`src/rtl/layered_objects_mux_pkg.sv`:
```
// Shared types and default colours for the layered pixel compositor.
package objects_mux_pkg;

  typedef enum logic [1:0] {
    IDLE      = 2'd0,
    FLASH_ON  = 2'd1,
    FLASH_OFF = 2'd2
  } flash_state_t;

  localparam logic [7:0] DEF_TRANSPARENT_RGB = 8'hFF;
  localparam logic [7:0] DEF_FLASH_RGB       = 8'hE0;

  // Counter width for a modulus n, never narrower than one bit.
  function automatic int cnt_w(input int n);
    return (n > 1) ? $clog2(n) : 1;
  endfunction

endpackage

```
`src/rtl/layer_priority_enc.sv`:
```
// Fixed-priority encoder: the lowest set request index wins.
module layer_priority_enc
  import objects_mux_pkg::*;
#(
  parameter int NUM_LAYERS = 8,
  parameter int IDX_W      = cnt_w(NUM_LAYERS)
) (
  input  logic [NUM_LAYERS-1:0] req_i,
  output logic [IDX_W-1:0]      idx_o,
  output logic                  vld_o
);

  always_comb begin
    idx_o = '0;
    vld_o = 1'b0;
    // Scan downwards so the lowest requesting index is the last to write.
    for (int i = NUM_LAYERS - 1; i >= 0; i--) begin
      if (req_i[i]) begin
        idx_o = IDX_W'(i);
        vld_o = 1'b1;
      end
    end
  end

endmodule

```
`src/rtl/layered_objects_mux.sv`:
```
// Two-stage pixel compositor with per-layer enable, colour key, frame blinking
// and a frame-alternating full-screen flash effect.
module layered_objects_mux
  import objects_mux_pkg::*;
#(
  parameter int               NUM_LAYERS      = 8,
  parameter int               RGB_W           = 8,
  parameter logic [RGB_W-1:0] TRANSPARENT_RGB = RGB_W'(DEF_TRANSPARENT_RGB),
  parameter int               BLINK_FRAMES    = 16,
  parameter int               FLASH_FRAMES    = 8,
  parameter logic [RGB_W-1:0] FLASH_RGB       = RGB_W'(DEF_FLASH_RGB),
  parameter int               IDX_W           = cnt_w(NUM_LAYERS)
) (
  input  logic                             clk,
  input  logic                             resetN,
  input  logic [NUM_LAYERS-1:0]            layerDR,
  input  logic [NUM_LAYERS-1:0][RGB_W-1:0] layerRGB,
  input  logic [NUM_LAYERS-1:0]            layerEnable,
  input  logic [NUM_LAYERS-1:0]            blinkMask,
  input  logic [RGB_W-1:0]                 backGroundRGB,
  input  logic                             startOfFrame,
  input  logic                             flashTrigger,
  output logic [RGB_W-1:0]                 RGBOut,
  output logic [IDX_W-1:0]                 topLayer,
  output logic                             topValid,
  output logic                             flashActive
);

  localparam int              BCW        = cnt_w(BLINK_FRAMES);
  localparam int              FCW        = cnt_w(FLASH_FRAMES);
  localparam logic [BCW-1:0]  BLINK_LAST = BCW'(BLINK_FRAMES - 1);
  localparam logic [FCW-1:0]  FLASH_LAST = FCW'(FLASH_FRAMES - 1);

  logic [BCW-1:0]        blink_cnt_q, blink_cnt_d;
  logic                  blink_phase_q, blink_phase_d;
  flash_state_t          state_q, state_d;
  logic [FCW-1:0]        flash_cnt_q, flash_cnt_d;
  logic                  flash_active_q;

  logic [NUM_LAYERS-1:0] eff;
  logic [IDX_W-1:0]      win_idx;
  logic                  win_vld;
  logic [RGB_W-1:0]      sel_rgb;

  logic [RGB_W-1:0]      rgb_p1_q;
  logic [IDX_W-1:0]      idx_p1_q;
  logic                  vld_p1_q;
  logic                  flash_p1_q;
  logic [RGB_W-1:0]      rgb_p2_q;
  logic [IDX_W-1:0]      idx_p2_q;
  logic                  vld_p2_q;

  always_comb begin
    eff = '0;
    for (int i = 0; i < NUM_LAYERS; i++) begin
      eff[i] = layerDR[i] & layerEnable[i] & (layerRGB[i] != TRANSPARENT_RGB) &
               ~(blinkMask[i] & blink_phase_q);
    end
  end

  layer_priority_enc #(
    .NUM_LAYERS(NUM_LAYERS),
    .IDX_W     (IDX_W)
  ) u_enc (
    .req_i(eff),
    .idx_o(win_idx),
    .vld_o(win_vld)
  );

  assign sel_rgb = win_vld ? layerRGB[win_idx] : backGroundRGB;

  always_comb begin
    blink_cnt_d   = blink_cnt_q;
    blink_phase_d = blink_phase_q;
    if (startOfFrame) begin
      if (blink_cnt_q == BLINK_LAST) begin
        blink_cnt_d   = '0;
        blink_phase_d = ~blink_phase_q;
      end else begin
        blink_cnt_d = blink_cnt_q + BCW'(1);
      end
    end
  end

  // A trigger always (re)starts the effect and masks a coincident frame pulse.
  always_comb begin
    state_d     = state_q;
    flash_cnt_d = flash_cnt_q;
    if (flashTrigger) begin
      state_d     = FLASH_ON;
      flash_cnt_d = FLASH_LAST;
    end else if (startOfFrame) begin
      case (state_q)
        FLASH_ON:  state_d = (flash_cnt_q != '0) ? FLASH_OFF : IDLE;
        FLASH_OFF: begin
          flash_cnt_d = flash_cnt_q - FCW'(1);
          state_d     = FLASH_ON;
        end
        default:   state_d = state_q;
      endcase
    end
  end

  always_ff @(posedge clk or negedge resetN) begin
    if (!resetN) begin
      blink_cnt_q    <= '0;
      blink_phase_q  <= 1'b0;
      state_q        <= IDLE;
      flash_cnt_q    <= '0;
      flash_active_q <= 1'b0;
      rgb_p1_q       <= '0;
      idx_p1_q       <= '0;
      vld_p1_q       <= 1'b0;
      flash_p1_q     <= 1'b0;
      rgb_p2_q       <= '0;
      idx_p2_q       <= '0;
      vld_p2_q       <= 1'b0;
    end else begin
      blink_cnt_q    <= blink_cnt_d;
      blink_phase_q  <= blink_phase_d;
      state_q        <= state_d;
      flash_cnt_q    <= flash_cnt_d;
      flash_active_q <= (state_d != IDLE);
      // Stage 1: priority winner; flash state travels with the pixel it applied to
      rgb_p1_q       <= sel_rgb;
      idx_p1_q       <= win_idx;
      vld_p1_q       <= win_vld;
      flash_p1_q     <= (state_q == FLASH_ON);
      // Stage 2: flash override
      rgb_p2_q       <= flash_p1_q ? FLASH_RGB : rgb_p1_q;
      idx_p2_q       <= idx_p1_q;
      vld_p2_q       <= vld_p1_q;
    end
  end

  assign RGBOut      = rgb_p2_q;
  assign topLayer    = idx_p2_q;
  assign topValid    = vld_p2_q;
  assign flashActive = flash_active_q;

endmodule
```
`config.mk`:
```
export PLATFORM = sky130hd
export DESIGN_NAME = layered_objects_mux
export DESIGN_NICKNAME = d
export VERILOG_FILES = /design/src/rtl/layered_objects_mux_pkg.sv /design/src/rtl/layer_priority_enc.sv /design/src/rtl/layered_objects_mux.sv
export SDC_FILE = /design/constraint.sdc
export NUM_CORES = 1
export LEC_CHECK = 0
export CAP_MARGIN = 25
export CORE_UTILIZATION = 41
export CTS_CLUSTER_SIZE = 12
export DETAILED_ROUTE_END_ITERATION = 10
export PLACE_DENSITY = 0.81
export SETUP_SLACK_MARGIN = 0.1
export SKIP_LAST_GASP = 1
export SYNTH_ARGS = -nofsm -noshare
export SYNTH_HDL_FRONTEND = slang
export SYNTH_SLANG_ARGS = --single-unit
export TNS_END_PERCENT = 50
```
`constraint.sdc`:
```
create_clock -name clk -period 2.3 [get_ports clk]
set_clock_uncertainty 0.1 [all_clocks]
set_input_delay 0.46 -clock clk [delete_from_list [all_inputs] [get_ports clk]]
set_output_delay 0.46 -clock clk [all_outputs]
set_load 0.01 [all_outputs]
```
=== Word level (Yosys, flattened, before mapping) ===
Cells that the tools add are included.

* Multiplexer cells: 28
* Reductions and logical operators: 6
* Bitwise logic cells: 41
* Magnitude comparators: 1
* Equality and inequality tests: 11
* $add $sub $neg: 2

{| class="wikitable"
|+ Operators by type and width
! kind !! number
|-
| != test 8 bit (second input constant) || 8
|-
| 2-to-1 mux 3 bit || 11
|-
| bitwise AND 1 bit || 32
|-
| binary-select mux 8 bit (select 3 bit) || 1
|-
| 2-to-1 mux 8 bit || 3
|-
| inverter 1 bit || 9
|-
| 2-to-1 mux 1 bit || 8
|-
| 2-to-1 mux 2 bit || 3
|-
| nonzero test 2 bit || 3
|-
| adder 4 x 1 -> 4 bit (second input constant) || 1
|-
| equality test 4 bit (second input constant) || 1
|-
| < comparator 3 x 4 -> 1 bit (second input constant) || 1
|-
| 2-to-1 mux 4 bit || 1
|-
| case mux 2 bit (2 select lines) || 1
|-
| AND reduction 2 bit || 2
|-
| nonzero test 3 bit || 1
|-
| subtractor 3 x 1 -> 3 bit (second input constant) || 1
|-
| equality test 2 x 1 -> 1 bit (second input constant) || 1
|-
| equality test 2 bit (second input constant) || 1
|}

* Register bits after elaboration: 36
* Output and inout bits: 13
* Logic and storage cells: 101
* Input bits: 100

=== Logic depth before layout (Yosys ltp) ===
* Depth in word-level cells: 14
* Depth in mapped cells: 10

=== Cells and area by module ===
Synthesis repeated with hierarchy kept, for this count alone.

* Cell total of the unflattened synthesis: 214
* Area, all modules: 2194.6 µm²

{| class="wikitable"
|+ By module, submodules not included
! module !! times used !! sequential area each (µm²) !! area each (µm²) !! cells an instance
|-
| layered_objects_mux || 1 || 900.9 || 2114.5 || 201
|-
| layer_priority_enc || 1 || 0.0 || 80.1 || 13
|}

=== Worst setup path after synthesis ===
Ideal clock, no wire load.

* Kind: input-to-reg
* Start: in layerRGB[19] (netlist name)
* End: reg rgb_p1_q[4]
* Buffers on the path: 0
* Data required time: 2066 ps
* Arrival: 1931 ps
* Setup slack: 135 ps
* Stages on the path: 7
* Setup time: 134 ps
* Cells stage by stage: nand4_1 o2111ai_4 nand2_4 o21ai_4 mux2_1 a222oi_1 o21ai_1

* Word-level cells in the longest chain between the ends: 9

{| class="wikitable"
|+ RTL lines
! item !! line !! text
|-
| start: declaration || layered_objects_mux.sv:17 || <nowiki>input logic [NUM_LAYERS-1:0][RGB_W-1:0] layerRGB,</nowiki>
|-
| != test 8 bit (*) || layered_objects_mux.sv:56 || <nowiki>eff[i] = layerDR[i] & layerEnable[i] & (layerRGB[i] != TRANSPARENT_RGB) &</nowiki>
|-
| bitwise AND 1 bit (*) (2 in a row) || layered_objects_mux.sv:56 ||
|-
| 2-to-1 mux 3 bit (3 in a row) || layer_priority_enc.sv:18 || <nowiki>if (req_i[i]) begin</nowiki>
|-
| binary-select mux 8 bit (select 3 bit) || layered_objects_mux.sv:70 || <nowiki>assign sel_rgb = win_vld ? layerRGB[win_idx] : backGroundRGB;</nowiki>
|-
| 2-to-1 mux 8 bit (implied by the code) || layered_objects_mux.sv:70 ||
|-
| 2-to-1 mux 8 bit (*) || layered_objects_mux.sv:70 ||
|-
| named net sel_rgb[4] || layered_objects_mux.sv:43 || <nowiki>logic [RGB_W-1:0] sel_rgb;</nowiki>
|-
| end signal: assignment || layered_objects_mux.sv:125 || <nowiki>rgb_p1_q <= sel_rgb;</nowiki>
|-
| end: declaration || layered_objects_mux.sv:45 || <nowiki>logic [RGB_W-1:0] rgb_p1_q;</nowiki>
|}

Mark *: on every way through the listed nets, which the timed path passes. The rest lies on a longest branch. The select of a mux whose other input is x is not followed.
A chain may end at the register's enable or synchronous reset.

=== Worst setup path after layout ===
* Start: in layerRGB[27] (netlist name)
* End: reg rgb_p1_q[7]

* Word-level cells in the longest chain between the ends: 10

{| class="wikitable"
|+ RTL lines
! item !! line
|-
| != test 8 bit (*) || layered_objects_mux.sv:56
|-
| bitwise AND 1 bit (*) (2 in a row) || layered_objects_mux.sv:56
|-
| 2-to-1 mux 3 bit (4 in a row) || layer_priority_enc.sv:18
|-
| binary-select mux 8 bit (select 3 bit) || layered_objects_mux.sv:70
|-
| 2-to-1 mux 8 bit (implied by the code) || layered_objects_mux.sv:70
|-
| 2-to-1 mux 8 bit (*) || layered_objects_mux.sv:70
|-
| named net sel_rgb[7] || layered_objects_mux.sv:43
|}

Marks and branches as above.

==> metrics.txt <==
WP buf/inv 4; worst flop-to-flop path endpoint rgb_p1_q[2]; die height 76.8 um; Area Growth Syn to Fin 91.9%; Register Area around 900 um^2; Syn. warnings 0; register bit total from synthesis 36; # H-tree levels 2; Sw Ratio about a third; FMAX ~410 MHz; CP max-delay cell o2111ai_2; reg2reg start blink_phase_q; Worst R2R Path Depth 10; fin. max-slew vios 0; max-cap violations 0; via count 2993; delay-heaviest family, CP compound AO/OA/AOI/OAI gates; Tcrit/Tclk final 107%; Slew @ Worst Pin 0.523 ns; full die area between 5000 and 6000 um^2; die width between 70 and 80 um; global-route wire length before repair between 15 and 20 mm; Post-Syn Nets 326; failing checks negative setup slack; count of cell types in the netlist 51; R2R setup slack -0.12 ns; Skew-Pair Late Insertion Delay ~0.28 ns; layout cell share with drive strength beyond 1 between 30% and 40%; Iter 0 DRT Violations 377; fin worst setup slack -0.156 ns; RSZ-0062 raised after global routing yes; IO Count approximately 110; CP Launch Point layerRGB[27]; P_int 2030 uW; Synth Instances 221; count of final hold-check violations 0; combinational power share roughly half; CTS tree built; clock share of power 19.8%; Final nets about 530; hold_buf cts 0; Net Switching a little over 1000 uW; CP peak stage delay 0.34 ns; WS Path Type in -> reg; commonest non-fill, non-tap cells in the layout 82 x buf_4, 57 x dlygate4sd2_1, 35 x dfrtp_1; Hold/Removal Path Class reg -> reg; clk buf depth 2; CP endpoint kind flop; DP HPWL 6.93 mm; Rows 26; initial antenna violation count 0; CP required 2.38 ns; DR vias/cell 5.97; critical path arrival ~2.5 ns; CTS root buf clkbuf_8; GPL Wtd Cong approximately 0.96; most frequent CP cell buf_4; Lkg Pwr between 0.002 and 0.0025 uW; Min Clock Period, post-route 2.46 ns; Setup TNS -0.852 ns; CTS Buf Count 5; drt first pass iters 6; cells along the critical path clkdlybuf4s15_1, nand4_1, o2111ai_2, buf_4, nand2_4, o21ai_4, buf_4, buf_8, mux2i_1, a22oi_1, and3_1; filler instances between 200 and 300; worst-path fanout max 11; drt drc 0; Placed Cells 467; Worst slew margin between 60% and 70%; initial core utilization a little over two fifths; largest net degree at the start of global routing 37; CTS Sinks 36; startpoint types input pin; Setup crit end rgb_p1_q[7]; endpoints failing setup 8; most common cell after layout, fill and taps aside buf_4; mean area per synthesized cell a little over 10 um^2; IO Port Bufs about 110; core footprint 5240 um^2; All-Layer GR Usage between 30% and 40%; area of the multi-input gates between 1000 and 1500 um^2; Cell Pwr Density ~700 nW/um^2; Final Core Density 84.1%; Cell Count, Final, Fillers Out roughly 500; Post-Synthesis Cell Area roughly 2300 um^2; sequential area share after synthesis a little under 40%; routed wire length per instance roughly 21 um; outcome finished, violations left; peak supply drop approximately 0.4 mV; remaining antenna violation count 0; Reg power frac between 20 and 30%; Overflow after GRT 0; vias in the first global route 3052; Detailed Route WL 10.6 mm; Clk pin slew, worst setup/hold paths about 0.070 ns; Levels on crit path 11
-- how the worst min path moves through the flow --
stage                      startpoint           to  slack, ns  cells after the start
after global routing      idx_p1_q[0]  topLayer[0]       0.27                      0
after detailed placement  idx_p1_q[2]  topLayer[2]       0.23                      0
after CTS                 idx_p1_q[2]  topLayer[2]       0.25                      0
final                     idx_p1_q[2]  topLayer[2]       0.25                      0
after global placement    idx_p1_q[2]  topLayer[2]       0.23                      0
after floorplan                resetN    RGBOut[0]       0.06                      0
-- synthesized netlist by cell type, drive strengths merged --
cell type,n,share of area (%)
o2111a,5,2.5
nand2,26,4.7
a221o,1,0.44
a21oi,5,1.1
o221ai,1,0.38
and4,2,0.76
o221a,1,0.49
o2111ai,7,4.0
nor2b,6,2.0
a221oi,1,0.65
or2,4,1.1
nand3,4,0.87
and3,3,0.82
a222oi,4,1.7
buf,3,1.9
mux2,12,5.9
a32oi,2,0.76
dfrtp,36,39
o211ai,3,1.2
a211oi,1,0.54
nand4,20,5.7
nor2,15,3.5
o31ai,1,0.33
nand4b,1,0.38
o21ai,9,2.5
and2,2,0.54
xnor2,3,1.1
a31oi,1,0.27
ha,5,2.7
mux2i,17,7.4
clkbuf,1,0.16
o22ai,1,0.27
o211a,1,0.44
a22oi,3,0.98
or3,1,0.27
xor2,1,0.38
inv,12,2.1
-- state kept, by name (all words and copies together), names as in the netlist --
signal         count
vld_p1_q           1
flash_cnt_q        3
rgb_p1_q           8
topLayer           3
idx_p1_q           3
RGBOut             8
flashActive        1
blink_cnt_q        4
flash_p1_q         1
topValid           1
blink_phase_q      1
state_q            2
-- stage by stage --
stage	hold slack (ns)	setup WS [ns]	total power, uW	area, um^2
finish	0.251	-0.156	3060	4410
global route	0.273	-0.222	3170	4400
CTS	0.251	0.0552	2890	4320
detailed placement	0.235	-0.598	2070	3980
global placement	0.234	-0.596	2020	3980
floorplan	0.0644	0.135	1440	2300
-- kinds of logic (layout without fill, tap and decap cells) --
kind of cell	count (synthesis)	in the layout	share of synthesized area (%)
flops	36	36	39.2
buf+inv	16	225	4.09
xor+xnor	4	4	1.53
simple gates	84	84	20.7
compound gates	47	47	18.5
mux	29	29	13.3
fa+ha+maj	5	5	2.72
other cells	0	1	0
-- layout make-up --
type,count,area share [%]
antenna,1,0.0568
clock buffer,7,2.19
clock inverter,1,0.682
inverter,12,1.08
multi-input combinational,169,33.1
sequential,36,20.5
tap,70,1.99
timing repair buffer,205,40.5
-- power by group through the flow --
stage	Sequential, uW	Combinational (uW)	Clock (uW)
global route	906	1620	641
global placement	895	1130	0
floorplan	886	549	0
detailed placement	911	1160	0
CTS	886	1400	603
finish	892	1560	606
-- metal layers --
layer	wire length (um)	GRT usage (%)	up-vias
met1	3740	37.3	1396
met4	765	20.2	0
met3	1030	8.21	74
met2	5030	58.3	257
li1	-	-	1266
met5	0	0	-
-- repair_timing --
| action | in CTS | in global routing |
|---|---|---|
| endpoints found under the hold margin | 0 | 0 |
| pin swaps | 38 | 6 |
| gates resized for setup | 163 | 10 |
| setup endpoints to repair | 8 | 8 |
| buffers inserted | 20 | 5 |
Note: power is estimated with default switching activity, not from simulation.
